==> config.mk <==
export PLATFORM = sky130hd
export DESIGN_NAME = p4_router_ingress_arbiter
export DESIGN_NICKNAME = d
export VERILOG_FILES = /design/src/rtl/p4_router_ingress_arbiter.sv
export SDC_FILE = /design/constraint.sdc
export NUM_CORES = 1
export LEC_CHECK = 0
export ABC_AREA = 1
export BUFFER_PORTS_ARGS = -buffer_cell sky130_fd_sc_hd__buf_2
export CAP_MARGIN = 20
export CELL_PAD_IN_SITES_DETAIL_PLACEMENT = 1
export CELL_PAD_IN_SITES_GLOBAL_PLACEMENT = 2
export CORE_AREA = 2 2 430 432
export DETAILED_ROUTE_END_ITERATION = 6
export DIE_AREA = 0 0 432 434
export MAX_ROUTING_LAYER = met4
export PLACE_DENSITY_LB_ADDON = 0.05
export SLEW_MARGIN = 20
export SYNTH_ARGS = -nofsm -noshare
export SYNTH_HDL_FRONTEND = slang
export SYNTH_SLANG_ARGS = --single-unit
export TNS_END_PERCENT = 10
==> constraint.sdc <==
create_clock -name clk -period 5.5 [get_ports clk]
set_clock_uncertainty 0.2 [all_clocks]
set_input_delay 0.55 -clock clk [delete_from_list [all_inputs] [get_ports clk]]
set_output_delay 0.55 -clock clk [all_outputs]
set_load 0.02 [all_outputs]
==> src/rtl/p4_router_ingress_arbiter.sv <==
// ---------------------------------------------------------------------------
// p4_router_ingress_arbiter
//
// Packet-granular round-robin arbiter that merges NUM_PORTS ingress
// AXI-Stream sources into the single packet input of the P4 match-action
// engine (VNP4 wrapper). Once a port is granted, its packet is passed through
// combinationally (no added data latency) until the tlast handshake. For each
// packet the block emits user metadata {egr_spec = 0, ing_port = RTL ingress
// index} plus a metadata-valid strobe on the first beat.
//
// Ports:
//   clk                 - single clock
//   sreset              - synchronous, active-high reset
//   port_enable         - per-port arbitration enable (sampled at arbitration)
//   in_tdata/tkeep/
//   in_tlast/tvalid     - ingress AXI-Stream, one lane per port
//   in_tready           - ingress ready, only the granted port sees out_tready
//   out_tdata/tkeep/
//   out_tlast/tvalid    - merged stream to the VNP4
//   out_tready          - ready from the VNP4
//   user_metadata       - {egr_spec, ing_port}
//   user_metadata_valid - high with the first beat of each packet
//   pkt_count           - per-port forwarded packet counters (wrapping)
// ---------------------------------------------------------------------------
module p4_router_ingress_arbiter #(
    parameter int NUM_PORTS         = 11,
    parameter int DATA_BYTES        = 8,
    parameter int ING_PORT_ID_WIDTH = 8,
    parameter int EGR_SPEC_ID_WIDTH = 8,
    parameter int CNT_WIDTH         = 16
) (
    input  logic                                     clk,
    input  logic                                     sreset,
    input  logic [NUM_PORTS-1:0]                     port_enable,
    input  logic [NUM_PORTS-1:0][DATA_BYTES*8-1:0]   in_tdata,
    input  logic [NUM_PORTS-1:0][DATA_BYTES-1:0]     in_tkeep,
    input  logic [NUM_PORTS-1:0]                     in_tlast,
    input  logic [NUM_PORTS-1:0]                     in_tvalid,
    output logic [NUM_PORTS-1:0]                     in_tready,
    output logic [DATA_BYTES*8-1:0]                  out_tdata,
    output logic [DATA_BYTES-1:0]                    out_tkeep,
    output logic                                     out_tlast,
    output logic                                     out_tvalid,
    input  logic                                     out_tready,
    output logic [ING_PORT_ID_WIDTH+EGR_SPEC_ID_WIDTH-1:0] user_metadata,
    output logic                                     user_metadata_valid,
    output logic [NUM_PORTS-1:0][CNT_WIDTH-1:0]      pkt_count
);

    localparam int GW = $clog2(NUM_PORTS);
    localparam logic [GW-1:0] LAST_PORT = GW'(NUM_PORTS - 1);

    typedef enum logic {IDLE, PASS} state_t;

    state_t              state, state_nxt;
    logic [GW-1:0]       grant, grant_nxt;
    logic [GW-1:0]       last_grant, last_grant_nxt;
    logic                first_beat, first_beat_nxt;
    logic                count_en;
    logic [NUM_PORTS-1:0] req;

    // Round-robin pick: first requester after 'last', wrapping modulo
    // NUM_PORTS. The loop runs from the lowest priority offset down to the
    // highest so the highest-priority requester is written last and wins.
    function automatic logic [GW-1:0] rr_pick(input logic [NUM_PORTS-1:0] r,
                                              input logic [GW-1:0]        last);
        logic [GW-1:0] pick;
        int            idx;
        pick = '0;
        for (int k = NUM_PORTS; k >= 1; k--) begin
            idx = (int'(last) + k) % NUM_PORTS;
            if (r[idx]) pick = GW'(idx);
        end
        return pick;
    endfunction

    always_ff @(posedge clk) begin
        if (sreset) begin
            state      <= IDLE;
            grant      <= '0;
            last_grant <= LAST_PORT;
            first_beat <= 1'b1;
            pkt_count  <= '0;
        end else begin
            state      <= state_nxt;
            grant      <= grant_nxt;
            last_grant <= last_grant_nxt;
            first_beat <= first_beat_nxt;
            if (count_en)
                pkt_count[grant] <= pkt_count[grant] + CNT_WIDTH'(1);
        end
    end

    always_comb begin
        state_nxt           = state;
        grant_nxt           = grant;
        last_grant_nxt      = last_grant;
        first_beat_nxt      = first_beat;
        count_en            = 1'b0;
        in_tready           = '0;
        out_tdata           = '0;
        out_tkeep           = '0;
        out_tlast           = 1'b0;
        out_tvalid          = 1'b0;
        user_metadata       = '0;
        user_metadata_valid = 1'b0;
        req                 = in_tvalid & port_enable;

        case (state)
            IDLE: begin
                if (|req) begin
                    grant_nxt = rr_pick(req, last_grant);
                    state_nxt = PASS;
                end
            end
            PASS: begin
                // out_tvalid depends only on the source, never on out_tready.
                out_tdata           = in_tdata[grant];
                out_tkeep           = in_tkeep[grant];
                out_tlast           = in_tlast[grant];
                out_tvalid          = in_tvalid[grant];
                in_tready[grant]    = out_tready;
                user_metadata       = {{EGR_SPEC_ID_WIDTH{1'b0}},
                                       ING_PORT_ID_WIDTH'(grant)};
                user_metadata_valid = in_tvalid[grant] & first_beat;
                if (in_tvalid[grant] && out_tready) begin
                    first_beat_nxt = 1'b0;
                    if (in_tlast[grant]) begin
                        first_beat_nxt = 1'b1;
                        last_grant_nxt = grant;
                        count_en       = 1'b1;
                        state_nxt      = IDLE;
                    end
                end
            end
            default: state_nxt = IDLE;
        endcase

        // Quiet outputs during reset so a partial packet is cut off cleanly.
        if (sreset) begin
            in_tready           = '0;
            out_tdata           = '0;
            out_tkeep           = '0;
            out_tlast           = 1'b0;
            out_tvalid          = 1'b0;
            user_metadata       = '0;
            user_metadata_valid = 1'b0;
            count_en            = 1'b0;
        end
    end

endmodule

==> results of run 1 <==
-- power by group --
group | switching [mW] | total, mW | leakage [nW] | internal [mW]
sequential | 0.0393 | 1.40 | 1.50 | 1.37
clock | 0.707 | 1.44 | 0.296 | 0.729
combinational | 4.60 | 6.38 | 11.5 | 1.77
total | 5.35 | 9.22 | 13.3 | 3.87
-- kinds of logic (layout without fill, tap and decap cells) --
kind of cell | Yosys count | count (layout)
buf+inv | 602 | 1585
fa+ha+maj | 41 | 41
compound gates | 945 | 945
xor+xnor | 47 | 47
simple gates | 1206 | 1206
flops | 186 | 186
other cells | 1 | 76
-- area by class of cell --
cell class / count / area share
Clock inverter: 13 / 0.006819
Multi-Input combinational cell: 2251 / 0.4553
Clock buffer: 18 / 0.01539
Antenna cell: 64 / 0.005742
Sequential cell: 186 / 0.1335
Timing Repair Buffer: 1185 / 0.2259
Inverter: 369 / 0.05029
Tap cell: 2385 / 0.1070
-- how the worst max path moves through the flow --
stage / end / from / depth (start not counted)
final: out_tkeep[1] / grant[0] / 10
after global routing: grant[3] / last_grant[2] / 32
after CTS: out_tkeep[4] / grant[1] / 10
after detailed placement: grant[3] / last_grant[2] / 31
after global placement: grant[3] / last_grant[2] / 31
after floorplan: grant[1] / last_grant[0] / 37
-- sequential cells by signal (all words and copies together) (netlist names) --
name        flops
pkt_count     176
grant           4
last_grant      4
first_beat      1
state           1
-- worst max-delay path: cells and delay by family (launching register included) --
kind            cells  cell delay, ns
compound gates      1            0.52
simple gates        5            1.65
flops               1            0.57
buf+inv             4            0.89
-- through the flow --
step,hold slack [ns],util
floorplan,0.2398,-
global placement,0.2697,0.1486
CTS,0.1607,0.1520
finish,0.1893,0.1528
detailed placement,0.2743,0.1486
global route,0.2112,0.1526
-- cell usage in the layout, fill, tap and decap left out, types with 31 or more instances in the layout --
cell	n
sky130_fd_sc_hd__buf_2	1092
sky130_fd_sc_hd__nand2_1	786
sky130_fd_sc_hd__inv_1	332
sky130_fd_sc_hd__a22oi_1	277
sky130_fd_sc_hd__dfxtp_1	186
sky130_fd_sc_hd__o21ai_0	182
sky130_fd_sc_hd__nand3_1	156
sky130_fd_sc_hd__a21oi_1	155
sky130_fd_sc_hd__o31ai_1	109
sky130_fd_sc_hd__buf_4	82
sky130_fd_sc_hd__nor2_1	78
sky130_fd_sc_hd__nand4_1	69
sky130_fd_sc_hd__diode_2	64
sky130_fd_sc_hd__o22ai_1	60
sky130_fd_sc_hd__o21ai_1	49
sky130_fd_sc_hd__ha_1	41
sky130_fd_sc_hd__nand2_2	35
sky130_fd_sc_hd__inv_2	31
sky130_fd_sc_hd__xor2_1	31
-- per-layer routing --
metal | global-route usage | up-vias
met4 | 0.06271 | 0
met2 | 0.3883 | 849
met1 | 0.2394 | 13000
met5 | - | -
met3 | 0.04121 | 249
li1 | - | 12490
==> impl.org, run 1 <==
** Critical path
- Delay of the slowest cell on the worst path :: 0.76 ns
- Max Fanout on Critical Path :: 62
- Capturing element type of the critical path :: primary output
- For flop-to-flop paths, the worst setup slack is 0.78 ns.
- At the worst endpoint, the arrival time is 4.22 ns.
- Path type of the worst setup path :: flip-flop to primary output
- Measured in cells, the most critical reg-to-reg path has a length of 31.
- Slowest cell on the critical path :: sky130_fd_sc_hd__nand4_1
- Traced cell by cell, the critical path runs through nor2_4 > buf_4 > buf_12 > nand2_1 > nand4_1 > nand2_1 > nand4_1 > o21ai_0 > inv_1 > buf_2.
- The worst register-to-register path begins at last_grant[2].
- The worst setup path is launched from a flip-flop.
- In this run the critical register-to-register path is captured at grant[3].
- STA puts the critical path data required time at 4.75 ns.

** Synth
- Share of the synthesized area in the top cell type :: 0.1983
- Most instantiated library cell after synthesis :: sky130_fd_sc_hd__nand2_1
- Of the total synthesized cell area, the portion taken by XOR and XNOR cells is 0.02652.
- Of the total synthesized cell area, the portion taken by AND, OR, NAND and NOR gates is 0.2869.
- For this run, the leading register cell type out of synthesis is sky130_fd_sc_hd__dfxtp_1.
- Proportion of register bits with asynchronous set or reset after synthesis :: 0
- Ranked by total cell area, the synthesized netlist is headed by sky130_fd_sc_hd__dfxtp_1, sky130_fd_sc_hd__nand2_1, sky130_fd_sc_hd__a22oi_1.
- EDFF count, synth :: 0
- During synthesis, Yosys emitted a total of 0 warnings.
- By count the netlist is led by sky130_fd_sc_hd__nand2_1, sky130_fd_sc_hd__inv_1, sky130_fd_sc_hd__a22oi_1.
- In this run, distinct cell masters in the synthesized netlist total 70.
- Compound-Gate Fraction of Synth Area :: 0.3287
- Fraction of synthesized area in multiplexers :: 0
- For this run, the register share of the synthesized area comes to 0.1983.
- Synthesized instance count :: 3,028
- In this run the mean area of a mapped cell was 6.201 sq um.
- Dominant combinational cell family by area after synthesis :: compound AO/OA/AOI/OAI gates
- Netlist area before placement :: 18,780 sq um
- Yosys reg bits :: 186
- Adder and majority gate portion of the synthesized area :: 0.02732
- The largest total area in the synthesized netlist belongs to sky130_fd_sc_hd__dfxtp_1.

** Placed design
- Number of instances in the placed design :: 6,376
- During placement, the flow inserted port buffers numbering 1,093.
- Setup slack after placement :: 0.6327 ns
- Placer's final routability congestion estimate :: 0.8271
- Post-detailed-placement cell area :: 27,110 sq um
- The wire-length estimate of the detail-placed layout is 171.5 mm.

** Finish
- Area added between synthesis and finish :: 48.53%
- Area taken by flip-flops and latches :: 3724 sq um
- Filler cell count :: 22,520
- Footprint of the multi-input gates :: 12,700 sq um
- Excluding fillers, the count of instances in the completed layout stands at 6,471.
- The finished cells cover 27,890 sq um.
- Layout cell share with drive strength beyond 1 :: 0.3424
- The net count of the finished layout is 4,879.

** CTS
- The tree is rooted in a sky130_fd_sc_hd__clkbuf_16.
- Post-CTS resize count :: 0
- Post-CTS timing repair inserted 0 buffers for setup.
- Clock tree synthesis inserted a total of 17 buffers.
- Clock tree from TritonCTS :: built
- Counting along the longest clock path gives a buffer depth of 2.
- Post-CTS Hold Buffers :: 0
- Clock-pin slew was measured on the worst setup and hold paths at 0.07 ns.
- The later pin in the worst-skew pair is clocked with a latency of 0.53 ns.
- The clock drives 186 sinks.
- Htree depth :: 4

** Timing
- Worst-Margin Slew :: 1.118 ns
- Clock period minus worst slack :: 4.974 ns
- Post-route fraction of the period consumed by the critical path :: 0.9044
- Sum of negative setup slack :: 0 ns
- Timing-limited maximum frequency :: 201.0 MHz
- Setup violations remaining at the end of the flow were counted as 0.
- Measured against its own limit, the worst slew margin works out to 0.2546.
- Across all setup checks in the final design, the least slack found is 0.5260 ns.
- The final number of hold-violating endpoints is 0.
- Number of pins exceeding their max-slew limit in the final report :: 0
- Setup repair after global routing left no endpoint under its margin.

** Detailed routing
- Number of detailed-routing iterations run before antenna repair :: 5
- The first routing iteration left 1,227 violations.
- Highest metal used :: met4
- Post-detailed-routing wire length :: 205.6 mm
- Length of routed met3 wiring :: 10.15 mm
- Met1 wire length :: 81.16 mm
- In the routed design, unresolved DRC markers number 0.
- Met2 wire length :: 107.1 mm
- Final ANT Viol Nets :: 0
- Dividing the detail-routed wire length by the instance count gives 31.78 microns.
- Using the TritonRoute via totals, the vias-per-cell ratio works out to 4.110.
- Across all layers, the routed design uses 26,590 vias.

** Run
- The tool flagged a number of max-cap violations equal to 0.

** Floorplanning
- 1,106 I/O pins were placed.
- In this run the horizontal extent of the chip is 432 microns.
- Measured along the y axis, the die boundary spans 434 microns.
- The die covers 187,500 sq um.
- The floorplan has 157 rows.
- The core region is 182,500 sq um.
- Initial Util :: 0.1029

** Min path
- Capture endpoint of the worst hold path :: first_beat
- Worst hold path cell count :: 4
- Worst hold path class :: primary input to flip-flop
- In this run the most critical hold path is launched from out_tready.

** Status
- The flow ran to the end, and the final reports show no timing, DRC or antenna violations.

** Global routing
- Across every metal layer, demand over resource in global routing totals 0.2154.
- Wire length of the first global-routing pass :: 264.0 mm
- Number of global-route vias before repair :: 27,480
- Initial antenna violation count :: 158
- After global routing the overflow that remains totals 0.
- Largest net degree at the start of global routing :: 124

** Power
- The design draws 9.218 mW.
- Across the VDD grid, the largest voltage drop is 0.2164 mV.
- For this design the ratio of total power to cell area is 330.5 nW/um^2.
- Static Leak :: 13.28 nW
Power figures use the tool's default switching activity.
==> run 2: changes to the inputs <==
==> constraint.sdc (replaced) <==
create_clock -name clk -period 5.5 [get_ports clk]
set_clock_uncertainty 0.2 [all_clocks]
set_input_delay 1.375 -clock clk [delete_from_list [all_inputs] [get_ports clk]]
set_output_delay 1.375 -clock clk [all_outputs]
set_load 0.02 [all_outputs]
==> run 2 against run 1 <==
  * Global-route usage up 0.17 points
  * Combinational power increased by 3.8%
  * Worst setup slack worse by 0.39 ns
  * Critical endpoint is now out_tdata[55]
  * Sequential share of layout area is 0.32 points lower
==> impl.org, run 2 (synthesis gave the netlist of run 1 again) <==
** Status
- Outcome: complete, no violations (unchanged).

** CTS
- Clock slew at reported path FFs :: 0.08 ns (was 0.07 ns)
- Total CTS buffers :: 17 (unchanged)
- Clock tree from TritonCTS :: built (unchanged)
- The deepest level of the CTS H-tree was 4 (unchanged).
- Number of sinks on the clock net :: 186 (unchanged)
- Post-CTS Hold Buffers :: 0 (unchanged)
- The cell at the root of the clock tree was sky130_fd_sc_hd__clkbuf_16 (unchanged).
- Clock Latency Late Sink :: 0.51 ns (was 0.53 ns)
- Clock buffer depth :: 2 (unchanged)

** Detailed routing
- The via count came to 26,630 (was 26,590).
- DRC violation total after the first TritonRoute iteration :: 1,285 (was 1,227)
- The number of remaining DRC errors was 0 (unchanged).
- The mean routed wirelength per cell was 31.66 microns (was 31.78 microns).
- The via density per instance was 4.082 (was 4.110).
- Final ANT Viol Nets :: 0 (unchanged)
- The length of the first detailed-routing pass in iterations came to 5 (unchanged).
- The overall routed net length was 206.6 mm (was 205.6 mm).

** Timing
- The shortest clock period the worst path allows after layout came to 5.365 ns (was 4.974 ns).
- Setup repair after global routing missed its margin :: false (unchanged)
- Timing-limited maximum frequency :: 186.4 MHz (was 201.0 MHz)
- Final Hold Fails :: 0 (unchanged)
- The number of setup violations in the final report is 0 (unchanged).
- Number of pins exceeding their max-slew limit in the final report :: 0 (unchanged)
- The worst relative slew slack came to 0.3535 (was 0.2546).
- Post-route fraction of the period consumed by the critical path :: 0.9755 (was 0.9044)
- Worst-Margin Slew :: 0.9698 ns (was 1.118 ns)

** Power
- Static Leak :: 13.59 nW (was 13.28 nW)
- The total power after layout was 9.373 mW (was 9.218 mW).
- The total power per unit cell area was 328.1 nW/um^2 (was 330.5 nW/um^2).
- Worst VDD drop :: 0.2147 mV (was 0.2164 mV)

** Placed design
- Post-detailed-placement cell area :: 27,750 sq um (was 27,110 sq um)
- The sum of net half-perimeters after detailed placement came to 173.4 mm (was 171.5 mm).
- The number of port buffers came to 1,093 (unchanged).
- The final estimated routing congestion in global placement is 0.8309 (was 0.8271).

** Critical path
- Max Fanout on Critical Path :: 18 (was 62)
- The startpoint kind of the worst setup timing path was a flip-flop (unchanged).
- Critical path depth :: 10 (unchanged)
- Series of cell instances along the critical path :: nor2_4 > inv_2 > nor2_4 > buf_4 > nand2_1 > nand4_1 > buf_4 > o21ai_1 > inv_1 > buf_12 (was nor2_4 > buf_4 > buf_12 > nand2_1 > nand4_1 > nand2_1 > nand4_1 > o21ai_0 > inv_1 > buf_2)
- Capturing element type of the critical path :: primary output (unchanged)
- The capturing element of the worst setup path is out_tdata[55] (was out_tkeep[1]).
- The worst-path cell with the longest stage delay is sky130_fd_sc_hd__o21ai_1 (was sky130_fd_sc_hd__nand4_1).
- The path type of the worst setup path is flip-flop to primary output (unchanged).
- Worst endpoint data arrival time :: 3.79 ns (was 4.22 ns)
- The data required time at the worst endpoint was 3.92 ns (was 4.75 ns).
- The logic depth of the worst register-to-register path was 33 (was 31).
- Reg-to-Reg End :: grant[3] (unchanged)
- Worst setup path start :: grant[0] (unchanged)
- The highest cell delay on the worst timing path came to 0.72 ns (was 0.76 ns).
- The minimum setup slack among reg-to-reg paths came to 0.67 ns (was 0.78 ns).
- Crit path buffers/inverters :: 5 (was 4)
- Family of cells with the greatest summed delay on the critical path :: buffers and inverters (was simple AND/OR/NAND/NOR gates)
- Crit Reg-Reg Startpoint :: last_grant[2] (unchanged)

** Min path
- The type of the tightest min-delay check was flip-flop to flip-flop (was primary input to flip-flop).
- Hold Path Origin :: pkt_count[67] (was out_tready)

** Finish
- Layout cell share with drive strength beyond 1 :: 0.3516 (was 0.3424)
- The largest register by flop count is pkt_count (unchanged).
- Most frequent standard cell in the layout excluding fill and tap cells :: sky130_fd_sc_hd__buf_2 (unchanged)
- The finished layout cell area is 28,570 sq um (was 27,890 sq um).
- Area added between synthesis and finish :: 52.15% (was 48.53%)
- Commonest non-fill, non-tap cells in the layout: sky130_fd_sc_hd__buf_2, sky130_fd_sc_hd__nand2_1, sky130_fd_sc_hd__inv_1, sky130_fd_sc_hd__a22oi_1, sky130_fd_sc_hd__dfxtp_1 (unchanged).
- Largest registers :: pkt_count: 176 flops, grant: 4 flops, last_grant: 4 flops (unchanged)
- The number of nets in the layout was 4,929 (was 4,879).
- The final core utilization came to 0.1566 (was 0.1528).
- The flip-flop count of the largest register, all copies and words added is 176 (unchanged).

** Floorplanning
- The chip width was 432 microns (unchanged).
- Floorplan die height :: 434 microns (unchanged)
- Number of core rows :: 157 (unchanged)
- Placeable core area :: 182,500 sq um (unchanged)
- Initial Util :: 0.1029 (unchanged)
- The total die area was 187,500 sq um (unchanged).
- The top-level I/O count was 1,106 (unchanged).

** Global routing
- The first-pass GRT wire length came to 266.6 mm (was 264.0 mm).
- The leftover overflow at the end of global routing came to 0 (unchanged).
- Overall global routing resource usage :: 0.2171 (was 0.2154)
- The largest net degree at the start of global routing came to 109 (was 124).
- Number of global-route vias before repair :: 27,680 (was 27,480)
- The initial antenna violation count came to 154 (was 158).

** Run
- The count of max-cap constraint violations was 0 (unchanged).
run 2: changes by cell type in the layout (fill, tap and decap cells not counted), sizes merged:
| cell | change |
|---|---|
| buf | +50 |
| bufinv | -2 |
| clkinv | +2 |
| diode | +2 |
| inv | +1 |
run 2: area by class of cell:
cell class              instances  area [sq um]
fillers                     22460        153900
multi-input cells            2251         12720
repair buffers               1235          6987
flip-flops and latches        186          3724
well taps                    2385          2984
inverters                     369          1403
clock buffers                  18         429.2
diodes                         66         165.2
clock inverters                14         158.9
run 2: where the power goes:
group,total (mW),leakage [nW],switching (mW),internal [mW]
clock,1.36,0.284,0.712,0.645
sequential,1.40,1.50,0.0358,1.37
combinational,6.62,11.8,4.63,1.98
run 2: timing repair:
| action | in CTS | in global routing |
|---|---|---|
| endpoints found under the setup margin | 12 | 1 |
| resized for setup | 2 | 1 |
| pin swaps | 2 | 1 |
| buffers inserted | 4 | 3 |
| endpoints found under the hold margin | 0 | 0 |
run 2: metrics by stage:
stage | hold WS, ns | setup TNS, ns | cells | worst slack, ns
floorplan | 0.2398 | 0 | 3039 | 0.9635
detailed placement | 0.2669 | 0 | 6419 | 0.3285
global route | 0.2918 | 0 | 6508 | 0.007189
global placement | 0.2705 | -0.2388 | 6416 | -0.1343
finish | 0.2754 | 0 | 6524 | 0.1348
CTS | 0.2805 | -0.06183 | 6455 | -0.06183
run 2: worst min-delay path by stage:
| stage | endpoint | slack, ns | cells past startpoint |
|---|---|---|---|
| 3_5_place_dp | pkt_count[20] | 0.27 | 2 |
| 3_3_place_gp | pkt_count[20] | 0.27 | 2 |
| 6_report | pkt_count[67] | 0.28 | 2 |
| 5_1_grt | pkt_count[20] | 0.29 | 2 |
| 4_1_cts | pkt_count[20] | 0.28 | 2 |
| 2_1_floorplan | first_beat | 0.24 | 2 |
run 2: metal layers:
| metal | track usage | vias to the layer above | part of all wire |
|---|---|---|---|
| li1 | - | 12580 | - |
| met1 | 0.2384 | 12920 | 0.39 |
| met2 | 0.3909 | 881 | 0.52 |
| met3 | 0.04376 | 249 | 0.052 |
| met4 | 0.06873 | 0 | 0.039 |
| met5 | - | - | 0 |
run 2: worst register-to-register path: cells and delay by family, from the launching register on:
kind | cells | cell delay, ns
xor gates and xnor gates | 1 | 0.27
AOI/OAI and AO/OA | 3 | 0.30
adders and majority gates | 2 | 0.72
and+or+nand+nor | 24 | 2.16
buffers and inverters | 3 | 0.44
DFF | 1 | 0.58
